<file path="src/rtl/l2_plru_pkg.sv">
`default_nettype none
// ============================================================================
// Module      : l2_plru_pkg
// Description : Shared constants and types for the 16-way L2 tree-PLRU.
// Revision    : 1.0 - initial release
// ============================================================================
package l2_plru_pkg;

    localparam int WAYS   = 16;
    localparam int WAY_W  = 4;
    localparam int TREE_W = 15;

    // Heap-ordered tree: node n (1..15) lives in bit n-1.
    typedef logic [TREE_W-1:0] plru_tree_t;

endpackage : l2_plru_pkg
`default_nettype wire

</file>
<file path="src/rtl/l2_plru_tree.sv">
`default_nettype none
// ============================================================================
// Module      : l2_plru_tree
// Description : Combinational 16-way tree-PLRU logic. Given one set's tree
//               and an accessed way, produces the tree after that access and
//               the victim way selected by the incoming tree.
// Revision    : 1.0 - initial release
// ============================================================================
module l2_plru_tree
    import l2_plru_pkg::*;
(
    input  logic [TREE_W-1:0] tree_i,
    input  logic [WAY_W-1:0]  way_i,
    output logic [TREE_W-1:0] next_tree_o,
    output logic [WAY_W-1:0]  victim_o
);

    logic [4:0] upd_node;
    logic [3:0] upd_bit_idx;
    logic       upd_dir;

    logic [4:0] vic_node;
    logic [3:0] vic_bit_idx;
    logic       vic_dir;

    // Walk the accessed way's path and point every visited node away from it.
    always_comb begin
        next_tree_o = tree_i;
        upd_node    = 5'd1;
        upd_bit_idx = 4'd0;
        upd_dir     = 1'b0;
        for (int lvl = 0; lvl < WAY_W; lvl++) begin
            upd_dir                  = way_i[WAY_W-1-lvl];
            upd_bit_idx              = upd_node[3:0] - 4'd1;
            next_tree_o[upd_bit_idx] = ~upd_dir;
            upd_node                 = {upd_node[3:0], upd_dir};
        end
    end

    // Follow the node bits from the root; the directions taken, MSB first, are the victim.
    always_comb begin
        victim_o    = '0;
        vic_node    = 5'd1;
        vic_bit_idx = 4'd0;
        vic_dir     = 1'b0;
        for (int lvl = 0; lvl < WAY_W; lvl++) begin
            vic_bit_idx             = vic_node[3:0] - 4'd1;
            vic_dir                 = tree_i[vic_bit_idx];
            victim_o[WAY_W-1-lvl]   = vic_dir;
            vic_node                = {vic_node[3:0], vic_dir};
        end
    end

endmodule : l2_plru_tree
`default_nettype wire

</file>
<file path="src/rtl/l2_plru16.sv">
`default_nettype none
// ============================================================================
// Module      : l2_plru16
// Description : Per-set 16-way tree-PLRU replacement state for the L2.
//               Updates on completed accesses, answers victim queries with a
//               one-cycle registered result, and bypasses a same-cycle update
//               to the queried set so the victim reflects that access.
//               Optional macro L2_PLRU_STATS_EN adds a saturating 16-bit
//               count of update cycles on output upd_count.
// Revision    : 1.0 - initial release
// ============================================================================
module l2_plru16
    import l2_plru_pkg::*;
#(
    parameter  int NUM_SETS = 8,
    localparam int IDX_W    = $clog2(NUM_SETS)
) (
    input  logic             clk,
    input  logic             rst_n,
    input  logic             upd_valid,
    input  logic [IDX_W-1:0] upd_idx,
    input  logic [3:0]       upd_way,
    input  logic             query_valid,
    input  logic [IDX_W-1:0] query_idx,
`ifdef L2_PLRU_STATS_EN
    output logic [15:0]      upd_count,
`endif
    output logic             victim_valid,
    output logic [3:0]       victim_way
);

    plru_tree_t       tree_q [NUM_SETS];

    plru_tree_t       w_upd_cur_tree;
    plru_tree_t       w_upd_next_tree;
    plru_tree_t       w_query_tree;
    logic             w_same_set;
    logic [WAY_W-1:0] w_victim;
    logic [WAY_W-1:0] w_unused_upd_victim;
    plru_tree_t       w_unused_query_next;

    logic             victim_valid_q;
    logic [WAY_W-1:0] victim_way_q;

    assign w_upd_cur_tree = tree_q[upd_idx];
    assign w_same_set     = upd_valid && (upd_idx == query_idx);
    // A same-cycle update to the queried set must be visible to the victim.
    assign w_query_tree   = w_same_set ? w_upd_next_tree : tree_q[query_idx];

    l2_plru_tree u_upd_tree (
        .tree_i      (w_upd_cur_tree),
        .way_i       (upd_way),
        .next_tree_o (w_upd_next_tree),
        .victim_o    (w_unused_upd_victim)
    );

    l2_plru_tree u_query_tree (
        .tree_i      (w_query_tree),
        .way_i       (upd_way),
        .next_tree_o (w_unused_query_next),
        .victim_o    (w_victim)
    );

    generate
        for (genvar s = 0; s < NUM_SETS; s++) begin : g_set
            // Each set's tree captures the updated tree when addressed by a valid update.
            always_ff @(posedge clk or negedge rst_n) begin
                if (!rst_n) begin
                    tree_q[s] <= '0;
                end else if (upd_valid && (upd_idx == IDX_W'(s))) begin
                    tree_q[s] <= w_upd_next_tree;
                end
            end
        end
    endgenerate

    // Victim result registers: valid follows the query by one cycle, way holds between queries.
    always_ff @(posedge clk or negedge rst_n) begin
        if (!rst_n) begin
            victim_valid_q <= 1'b0;
            victim_way_q   <= '0;
        end else begin
            victim_valid_q <= query_valid;
            if (query_valid) begin
                victim_way_q <= w_victim;
            end
        end
    end

    assign victim_valid = victim_valid_q;
    assign victim_way   = victim_way_q;

`ifdef L2_PLRU_STATS_EN
    logic [15:0] upd_count_q;

    // Saturating count of update cycles; sticks at all-ones instead of wrapping.
    always_ff @(posedge clk or negedge rst_n) begin
        if (!rst_n) begin
            upd_count_q <= '0;
        end else if (upd_valid && (upd_count_q != 16'hFFFF)) begin
            upd_count_q <= upd_count_q + 16'd1;
        end
    end

    assign upd_count = upd_count_q;
`endif

endmodule : l2_plru16
`default_nettype wire

</file>
<file path="config.mk">
export PLATFORM = sky130hd
export DESIGN_NAME = l2_plru16
export DESIGN_NICKNAME = d
export VERILOG_FILES = /design/src/rtl/l2_plru_pkg.sv /design/src/rtl/l2_plru_tree.sv /design/src/rtl/l2_plru16.sv
export SDC_FILE = /design/constraint.sdc
export NUM_CORES = 1
export LEC_CHECK = 0
export ABC_AREA = 0
export CAP_MARGIN = 25
export CORE_MARGIN = 3
export CORE_UTILIZATION = 37
export CTS_BUF_LIST = sky130_fd_sc_hd__clkbuf_8
export CTS_CLUSTER_DIAMETER = 50
export CTS_CLUSTER_SIZE = 16
export DETAILED_ROUTE_END_ITERATION = 10
export DONT_BUFFER_PORTS = 1
export HOLD_SLACK_MARGIN = 0.12
export PLACE_DENSITY = 0.55
export SLEW_MARGIN = 20
export SYNTH_ARGS = -nofsm -noshare
export SYNTH_HDL_FRONTEND = slang
export SYNTH_HIERARCHICAL = 1
export SYNTH_SLANG_ARGS = --single-unit
</file>
<file path="constraint.sdc">
create_clock -name clk -period 3.1 [get_ports clk]
set_input_delay 0.31 -clock clk [delete_from_list [all_inputs] [get_ports clk]]
set_output_delay 0.31 -clock clk [all_outputs]
set_load 0.02 [all_outputs]
</file>
After elaboration in Yosys (flattened, before gate mapping)

Cells that the tools add are included.

Eq/ne operators: 8
Bitwise operators: 6
Magnitude comparators: 11
Add/subtract/negate cells: 6
Mux-type cells: 22
Reduce and logical (&&, ||, !) cells: 13

Operator list:

| operator                                                          | count |
|---|---|
| binary-select mux 15 bit (select 3 bit)                           | 2 |
| 2-to-1 mux 15 bit                                                 | 5 |
| bitwise mux 15 bit                                                | 3 |
| less-than comparator 4 x 5 -> 1 bit, second input constant        | 6 |
| binary-select mux 1 bit (select 4 bit)                            | 3 |
| demux 1 bit (select 4 bit)                                        | 3 |
| equality test 3 bit, second input constant                        | 4 |
| greater-or-equal comparator 4 x 1 -> 1 bit, second input constant | 3 |
| logical AND 1 bit                                                 | 12 |
| greater-or-equal comparator 4 bit, second input constant          | 2 |
| inverter 3 -> 4 bit                                               | 2 |
| subtractor 3 x 1 -> 4 bit, second input constant                  | 2 |
| subtractor 4 x 1 -> 4 bit, second input constant                  | 2 |
| equality test 3 x 2 -> 1 bit, second input constant               | 2 |
| 2-to-1 mux 1 bit                                                  | 6 |
| subtractor 2 x 1 -> 3 bit, second input constant                  | 2 |
| inverter 1 bit                                                    | 4 |
| equality test 3 x 1 -> 1 bit, second input constant               | 1 |
| equality test 3 bit                                               | 1 |
| zero test 3 bit                                                   | 1 |

Register bits: 125
Output and inout port bits: 5
Input bits: 14
Word-level logic and storage cells: 76

Depth between registers and ports, before layout

Depth in word-level cells: 18
Gate-level depth with buffers: 12

Hierarchy

Netlist, hierarchy kept.

By module, submodules not included:

| module       | cells an instance | instances | seq. area each (um^2) | area each (um^2) |
|---|---|---|---|---|
| l2_plru16    | 396               | 1         | 3128.0                | 6856.6 |
| l2_plru_tree | 71                | 2         | 0.0                   | 475.5 |

Worst setup path before layout

OpenSTA, ideal clock, no wires.

Kind: input to register
Start point: in upd_idx[1]
End point: reg victim_way_q[0], in the netlist victim_way[0]
Cell stages on the path: 12
Path slack: 75 ps
Buffers on the path: 3
Data arrival time: 2900 ps
Cells stage by stage: buf_2 > buf_1 > mux4_2 > mux2_2 > mux2i_1 > mux2i_1 > mux2_4 > nor3_1 > a2111oi_0 > mux2_2 > buf_4 > mux2_2

Cells in the longest elaborated chain, start to end: 16

Ends and longest elaborated chain:

| element                                                  | RTL line           | text |
|---|---|---|
| from (decl)                                              | l2_plru16.sv:21    | `input logic [IDX_W-1:0] upd_idx,` |
| inverter 3 -> 4 bit (not written as such) (*)            | l2_plru16.sv:45    | `assign w_upd_cur_tree = tree_q[upd_idx];` |
| binary-select mux 15 bit (select 3 bit) (*)              | l2_plru16.sv:45    |  |
| 2-to-1 mux 15 bit (not written as such) (*) (2 in a row) | l2_plru16.sv:45    |  |
| via w_upd_cur_tree[5]                                    | l2_plru16.sv:34    | `plru_tree_t w_upd_cur_tree;` |
| bitwise mux 15 bit (*) (3 in a row)                      | l2_plru_tree.sv:35 | `next_tree_o[upd_bit_idx] = ~upd_dir;` |
| via w_upd_next_tree[5]                                   | l2_plru16.sv:35    | `plru_tree_t w_upd_next_tree;` |
| 2-to-1 mux 15 bit (*)                                    | l2_plru16.sv:48    | `assign w_query_tree = w_same_set ? w_upd_next_tree : tree_q[query_idx];` |
| via w_query_tree[5]                                      | l2_plru16.sv:36    | `plru_tree_t w_query_tree;` |
| binary-select mux 1 bit (select 4 bit)                   | l2_plru_tree.sv:48 | `vic_dir = tree_i[vic_bit_idx];` |
| 2-to-1 mux 1 bit (not written as such)                   | l2_plru_tree.sv:48 |  |
| subtractor 3 x 1 -> 4 bit                                | l2_plru_tree.sv:47 | `vic_bit_idx = vic_node[3:0] - 4'd1;` |
| binary-select mux 1 bit (select 4 bit)                   | l2_plru_tree.sv:48 |  |
| 2-to-1 mux 1 bit (not written as such)                   | l2_plru_tree.sv:48 |  |
| subtractor 4 x 1 -> 4 bit                                | l2_plru_tree.sv:47 |  |
| binary-select mux 1 bit (select 4 bit) (*)               | l2_plru_tree.sv:48 |  |
| 2-to-1 mux 1 bit (not written as such) (*)               | l2_plru_tree.sv:48 |  |
| via u_query_tree.vic_dir                                 | l2_plru_tree.sv:24 | `logic vic_dir;` |
| to (signal assigned)                                     | l2_plru16.sv:85    | `victim_way_q <= w_victim;` |
| to (decl)                                                | l2_plru16.sv:43    | `logic [WAY_W-1:0] victim_way_q;` |

The timed path passes the listed nets; every way through them passes the cells marked *. The select of a mux whose other input is x is not followed.
A chain may end at the register's enable or synchronous reset.

Worst setup path after layout

Start point: reg tree_q[1] (netlist bit)
End point: reg victim_way_q[0], in the netlist victim_way[0]

Cells in the longest elaborated chain, start to end: 15

Ends and longest elaborated chain:

| element                                                  | RTL line           | text |
|---|---|---|
| from (decl)                                              | l2_plru16.sv:32    | `plru_tree_t tree_q [NUM_SETS];` |
| from (signal, indexed assignment)                        | l2_plru16.sv:71    | `tree_q[s] <= w_upd_next_tree;` |
| binary-select mux 15 bit (select 3 bit) (*)              | l2_plru16.sv:45    |  |
| 2-to-1 mux 15 bit (not written as such) (*) (2 in a row) | l2_plru16.sv:45    |  |
| via w_upd_cur_tree[1]                                    | l2_plru16.sv:34    |  |
| bitwise mux 15 bit (*) (3 in a row)                      | l2_plru_tree.sv:35 |  |
| via w_upd_next_tree[1]                                   | l2_plru16.sv:35    |  |
| 2-to-1 mux 15 bit (*)                                    | l2_plru16.sv:48    |  |
| via w_query_tree[1]                                      | l2_plru16.sv:36    |  |
| binary-select mux 1 bit (select 4 bit)                   | l2_plru_tree.sv:48 |  |
| 2-to-1 mux 1 bit (not written as such)                   | l2_plru_tree.sv:48 |  |
| subtractor 3 x 1 -> 4 bit                                | l2_plru_tree.sv:47 |  |
| binary-select mux 1 bit (select 4 bit)                   | l2_plru_tree.sv:48 |  |
| 2-to-1 mux 1 bit (not written as such)                   | l2_plru_tree.sv:48 |  |
| subtractor 4 x 1 -> 4 bit                                | l2_plru_tree.sv:47 |  |
| binary-select mux 1 bit (select 4 bit) (*)               | l2_plru_tree.sv:48 |  |
| 2-to-1 mux 1 bit (not written as such) (*)               | l2_plru_tree.sv:48 |  |
| via w_victim[0]                                          | l2_plru16.sv:38    | `logic [WAY_W-1:0] w_victim;` |

Marked as above.

==> results.txt <==
----------------------------------------------------
[Status]
  Status ... finished, violations left
  Failing checks ... hold timing

[STA]
  Final min period ... 2.773 ns
  Count of final setup violators ... 0
  Slew margin rel. ... around two fifths
  Hold slack final ... -0.4279 ns
  RSZ-0062 raised after global routing ... false
  Slew @ Worst Pin ... around 0.9 ns
  Max Clk Rate ... 0.3607 GHz
  Number of hold-slack violations in the final timing report ... 125
  Setup skew after layout ... between 0.01 and 0.015 ns
  Part of the cycle the worst path needs ... 89.44%
  Sum of negative setup slack ... 0 ns
  Pins over their slew limit ... 0

[Floorplanning]
  Y dimension of the die ... 146.3 um
  Core Region ... 19020 um^2
  Number of I/O pins ... 19
  Number of placement rows ... 50
  Horiz. Die Dim ... 146.3 um
  DIE AREA ... 21390 um^2
  Initial cell density of the core ... a little under two fifths

[GRT]
  Global router's overall resource usage ... 17.25%
  Global route total overflow ... 0
  Pin count of the biggest net entering global routing ... 126
  Via count of the first global-routing pass ... 4514
  Wire length of the first global-routing pass ... roughly 28 mm
  Antenna violations before repair ... 0

[Flow run]
  Reported max-cap violation count ... 0

[Setup path]
  Type of element capturing the critical path ... register
  CP top delay family ... multiplexers
  Required time at the endpoint of the critical path ... ~3.4 ns
  CP Buf/Inv Count ... 1
  Biggest fanout along the worst timing path ... 9
  Category of the worst setup path launch point ... register
  Critical path type ... reg -> reg
  Arrival time at the worst endpoint ... 3.09 ns
  Most numerous cell on the critical path ... sky130_fd_sc_hd__mux2_2
  Reg2Reg Depth ... 9
  Cell Chain, Critical Path ... mux4_2 -> mux2_2 -> inv_1 -> a21oi_1 -> mux2_4 -> nor3b_1 -> a2111oi_0 -> mux2_2 -> mux2_2
  Slowest cell on crit path ... sky130_fd_sc_hd__mux4_2
  Reg-to-Reg Start ... tree_q[1]$_DFFE_PN0P_
  Reg-to-Reg End ... victim_way[0]$_DFFE_PN0P_
  Peak per-stage delay on the critical path ... around 0.48 ns
  Worst reg2reg setup slack ... 0.33 ns

[Logic synthesis]
  Mean post-synth cell area ... ~16 um^2
  Total nets after synthesis ... 483
  Combined area of all synthesized cells ... 7279 um^2
  Yosys warning count ... 6
  Count of mapped cells out of synthesis ... around 470

[Clock network]
  Post-cts hold buffer count ... 1
  Insertion delay to the later sink of the worst-skew pair ... 0.44 ns
  Clock Pin Slew Worst Setup and Hold Paths ... around 0.070 ns
  Number of clock buffers inserted by TritonCTS ... 17
  Maximum root-to-sink buffer count ... 2
  H-tree Lvls ... 4
  Sink count of the clock tree ... 125
  Cell at the root of the clock tree ... sky130_fd_sc_hd__clkbuf_8
  TritonCTS clock tree ... yes

[Placed design]
  Final estimated routing congestion in global placement ... 0.7703
  PortBufs ... 0
  Half-perimeter wire length after placement ... 10.71 mm
  Placed inst area ... 7523 um^2

[Routing]
  Antenna viol nets, final ... 0
  Total number of vias ... 4229
  TritonRoute pass-1 iters ... 4
  DRC viols ... 0
  Final WL ... 17.80 mm
  Via count normalized by instance count ... 5.730
  Violation count after the first detailed-routing iteration ... around 250
  Routed WL per cell ... roughly 24 um

[Layout]
  Area used by multi-input combinational logic ... between 3000 and 4000 um^2
  Antenna Diode Count ... 0
  Share of final-layout standard cells stronger than drive strength 1 ... a little over half
  Layout net count ... 483
  Area added between synthesis and finish ... 8.800%
  Total non-filler cell area in the finished layout ... 7920 um^2
  # fillers ... 1767
  Storage element area ... 3128 um^2

[Pwr]
  Lkg Pwr ... 3.547 nW
  IR drop worst, VDD ... 0.3055 mV
  Power Density ... 745.7 nW/um^2
  Power after layout ... 5.906 mW

[Hold path]
  Worst hold path type ... in -> async

----------------------------------------------------
==> worst register-to-register path, cell delays in order (launching register included) <==
cell	delay (ns)
sky130_fd_sc_hd__dfrtp_1	0.39
sky130_fd_sc_hd__mux4_2	0.48
sky130_fd_sc_hd__mux2_2	0.28
sky130_fd_sc_hd__inv_1	0.07
sky130_fd_sc_hd__a21oi_1	0.22
sky130_fd_sc_hd__mux2_4	0.39
sky130_fd_sc_hd__nor3b_1	0.21
sky130_fd_sc_hd__a2111oi_0	0.08
sky130_fd_sc_hd__mux2_2	0.27
sky130_fd_sc_hd__mux2_2	0.26
==> how the worst max path moves through the flow <==
stage                                startpoint  slack (ns)                        end  depth (start not counted)
after CTS                 tree_q[1]$_DFFE_PN0P_        0.31  victim_way[0]$_DFFE_PN0P_                          9
after global placement               upd_way[2]        0.26  victim_way[0]$_DFFE_PN0P_                          8
after floorplan                      upd_idx[1]        0.12  victim_way[0]$_DFFE_PN0P_                         12
final                     tree_q[1]$_DFFE_PN0P_        0.33  victim_way[0]$_DFFE_PN0P_                          9
after detailed placement  tree_q[1]$_DFFE_PN0P_        0.34  victim_way[0]$_DFFE_PN0P_                          9
after global routing      tree_q[6]$_DFFE_PN0P_        0.15  victim_way[0]$_DFFE_PN0P_                          9
==> flip-flops by register name, summed over array words and instances, names as in the netlist <==
name / flops
victim_valid: 1
tree_q: 120
victim_way: 4
==> timing repair <==
action / in CTS / in global routing
hold endpoints to repair: 130 / 125
gates resized for setup: 0 / 0
buffers inserted: 0 / 0
==> cell usage in the layout (no fill, tap or decap), types with 8 or more instances in the layout <==
| cell | n |
|---|---|
| sky130_fd_sc_hd__clkbuf_8 | 19 |
| sky130_fd_sc_hd__mux2_4 | 14 |
| sky130_fd_sc_hd__buf_4 | 14 |
| sky130_fd_sc_hd__mux4_2 | 29 |
| sky130_fd_sc_hd__mux4_1 | 29 |
| sky130_fd_sc_hd__nand2_1 | 8 |
| sky130_fd_sc_hd__mux2i_1 | 10 |
| sky130_fd_sc_hd__dfrtp_1 | 125 |
| sky130_fd_sc_hd__inv_1 | 11 |
| sky130_fd_sc_hd__mux2_2 | 156 |
==> per-layer routing <==
layer  vias up  global-route usage (%)  routed length [um]
met2        71                   29.24                9224
met1      2316                   22.39                7664
met5         -                       0                   0
li1       1828                       -                   -
met3        14                   4.004                 644
met4         0                   4.563                 272
==> report_power, final <==
group          switching (mW)  leakage [nW]  internal [mW]
Combinational           0.631          1.75           1.22
Clock                   0.660         0.204          0.745
Sequential              0.432          1.60           2.21
Total                    1.72          3.55           4.18
==> metrics by stage <==
stage / std cells / setup WS (ns) / util, %
floorplan: 465 / 0.1168 / -
global placement: 705 / 0.2571 / 39.48
detailed placement: 705 / 0.3372 / 39.56
CTS: 738 / 0.3103 / 41.64
global route: 738 / 0.1492 / 41.64
finish: 738 / 0.3273 / 41.64
==> area by class of cell <==
cell class	instances	share of cell area, %
Sequential cell	125	39.49
Clock buffer	19	3.302
Timing Repair Buffer	15	1.453
Multi-Input combinational cell	297	49.64
Tap cell	260	4.107
Clock inverter	13	1.580
Inverter	9	0.4265
Note: power is estimated with default switching activity, not from simulation.
==> edit: new RTL, config.mk and constraints unchanged <==
`TREE_W`: 15 -> 13.
--- a/src/rtl/l2_plru_pkg.sv
+++ b/src/rtl/l2_plru_pkg.sv
@@ -10,3 +10,3 @@
     localparam int WAY_W  = 4;
-    localparam int TREE_W = 15;
+    localparam int TREE_W = 13;
 
Function: changed (Yosys sat finds a counterexample within 4 cycles, from zero or initial values and one cycle with rst_n low).
==> edit against the unedited design <==
- critical endpoint unchanged
- worst setup slack improved by 0.20 ns
- power shrank 18%
- design area shrank 15%
- wire length down 15%
- synthesized cell count decreased by 11%
- sequential cell count shrank 16
- area after synthesis fell by 14%
- clock power shrank 37%
==> edit: results (changes against the unedited design) <==
outcome=finished clean; YS warnings=6 (unchanged); crit-path max cell delay=0.46 ns (-0.02 ns); GP Congestion=0.7456 (-3.2%); clock buffer depth=2 (unchanged); clock slew at reported path FFs=0.10 ns (+0.03 ns); Detailed Route Iter0 Violations=252 (+1.2%); CP Max Fanout=9 (unchanged); worst vdd ir=0.2767 mV (-9.4%); layout cell share with drive strength beyond 1=51.58% (-1.3 points); Crit-path slowest cell=mux4_2; total track usage=17.27% (+0.022 points); Post-DP HPWL=9.351 mm (-13%); Worst Skew=0.01281 ns (+0.002638 ns); CTS buffer count=9 (-8); Static Leak=2.952 nW (-17%); max FFs per register=104 (-13%); Worst Hold Class=in2reg; Residual DRC=0 (unchanged); Cell Area, Placed=6492 um2 (-14%); worst slack, placed=0.4432 ns (+0.1061 ns); pin count of the biggest net entering global routing=110 (-13%); Placed Instances=613 (-13%); vias post-DR=3631 (-14%); worst skew pair latency=0.39 ns (-0.05 ns); Detail Route Antenna Nets=0 (unchanged); first-pass GRT wire length=23.36 mm (-17%); crit-path leading delay family=multiplexers; IO Port Bufs=0 (unchanged); syn nets=430 (-11%); CP arrival=2.86 ns (-0.23 ns); Vias/cell=5.754 (+0.42%); final wirelength=15.17 mm (-15%); clk root buf=clkbuf_8; CTS H-tree depth=3 (-1); Most flops, register=tree_q; number of global-route vias before repair=3824 (-15%); number of antenna diodes=0 (unchanged); initial antenna violation count=0 (unchanged); Slew headroom=39.24% (-0.59 points); synthesized area per cell=15.26 um2 (-2.5%); first drt pass iteration count=4 (unchanged)
edit: routing by layer:
metal  track usage [%]  part of all wire (%)  up-vias
met2             27.88                    50       58
met3             4.959                   4.3       14
li1                  -                     -     1582
met4             3.863                   1.1        0
met1             23.24                    45     1977
met5                 0                     0        -
edit: layout make-up:
cell class / instances / area, um2
Sequential cell: 109 / 2728
Timing Repair Buffer: 16 / 145.1
Inverter: 8 / 30.03
Clock inverter: 4 / 41.29
Tap cell: 220 / 275.3
Multi-Input combinational cell: 263 / 3362
Clock buffer: 11 / 151.4
Fill cell: 1549 / 9851
edit: worst paths after layout:
check | cells after the start | start | endpoint | slack (ns)
setup reg to reg | 9 | tree_q[20]$_DFFE_PN0P_ | victim_way[0]$_DFFE_PN0P_ | 0.53
setup / recovery | 9 | tree_q[20]$_DFFE_PN0P_ | victim_way[0]$_DFFE_PN0P_ | 0.53
max in group asynchronous | 2 | rst_n | tree_q[50]$_DFFE_PN0P_ | 2.15
min in group asynchronous | 2 | rst_n | tree_q[64]$_DFFE_PN0P_ | 0.50
hold reg to reg | 1 | tree_q[13]$_DFFE_PN0P_ | tree_q[13]$_DFFE_PN0P_ | 0.51
hold / removal | 2 | upd_idx[0] | tree_q[12]$_DFFE_PN0P_ | 0.19
edit: repair_timing:
action / 4_1_cts / 5_1_grt
endpoints found under the hold margin: 114 / 0
buffers inserted: 0 / 0
endpoints found under the setup margin: 0 / 0
hold buffers: 3 / 0
resized for setup: 0 / 0
edit: power breakdown:
part           internal, mW  switching, mW  total, mW
Combinational          1.06          0.561       1.62
Clock                 0.406          0.476      0.882
Sequential             1.95          0.395       2.34
Total                  3.42           1.43       4.85
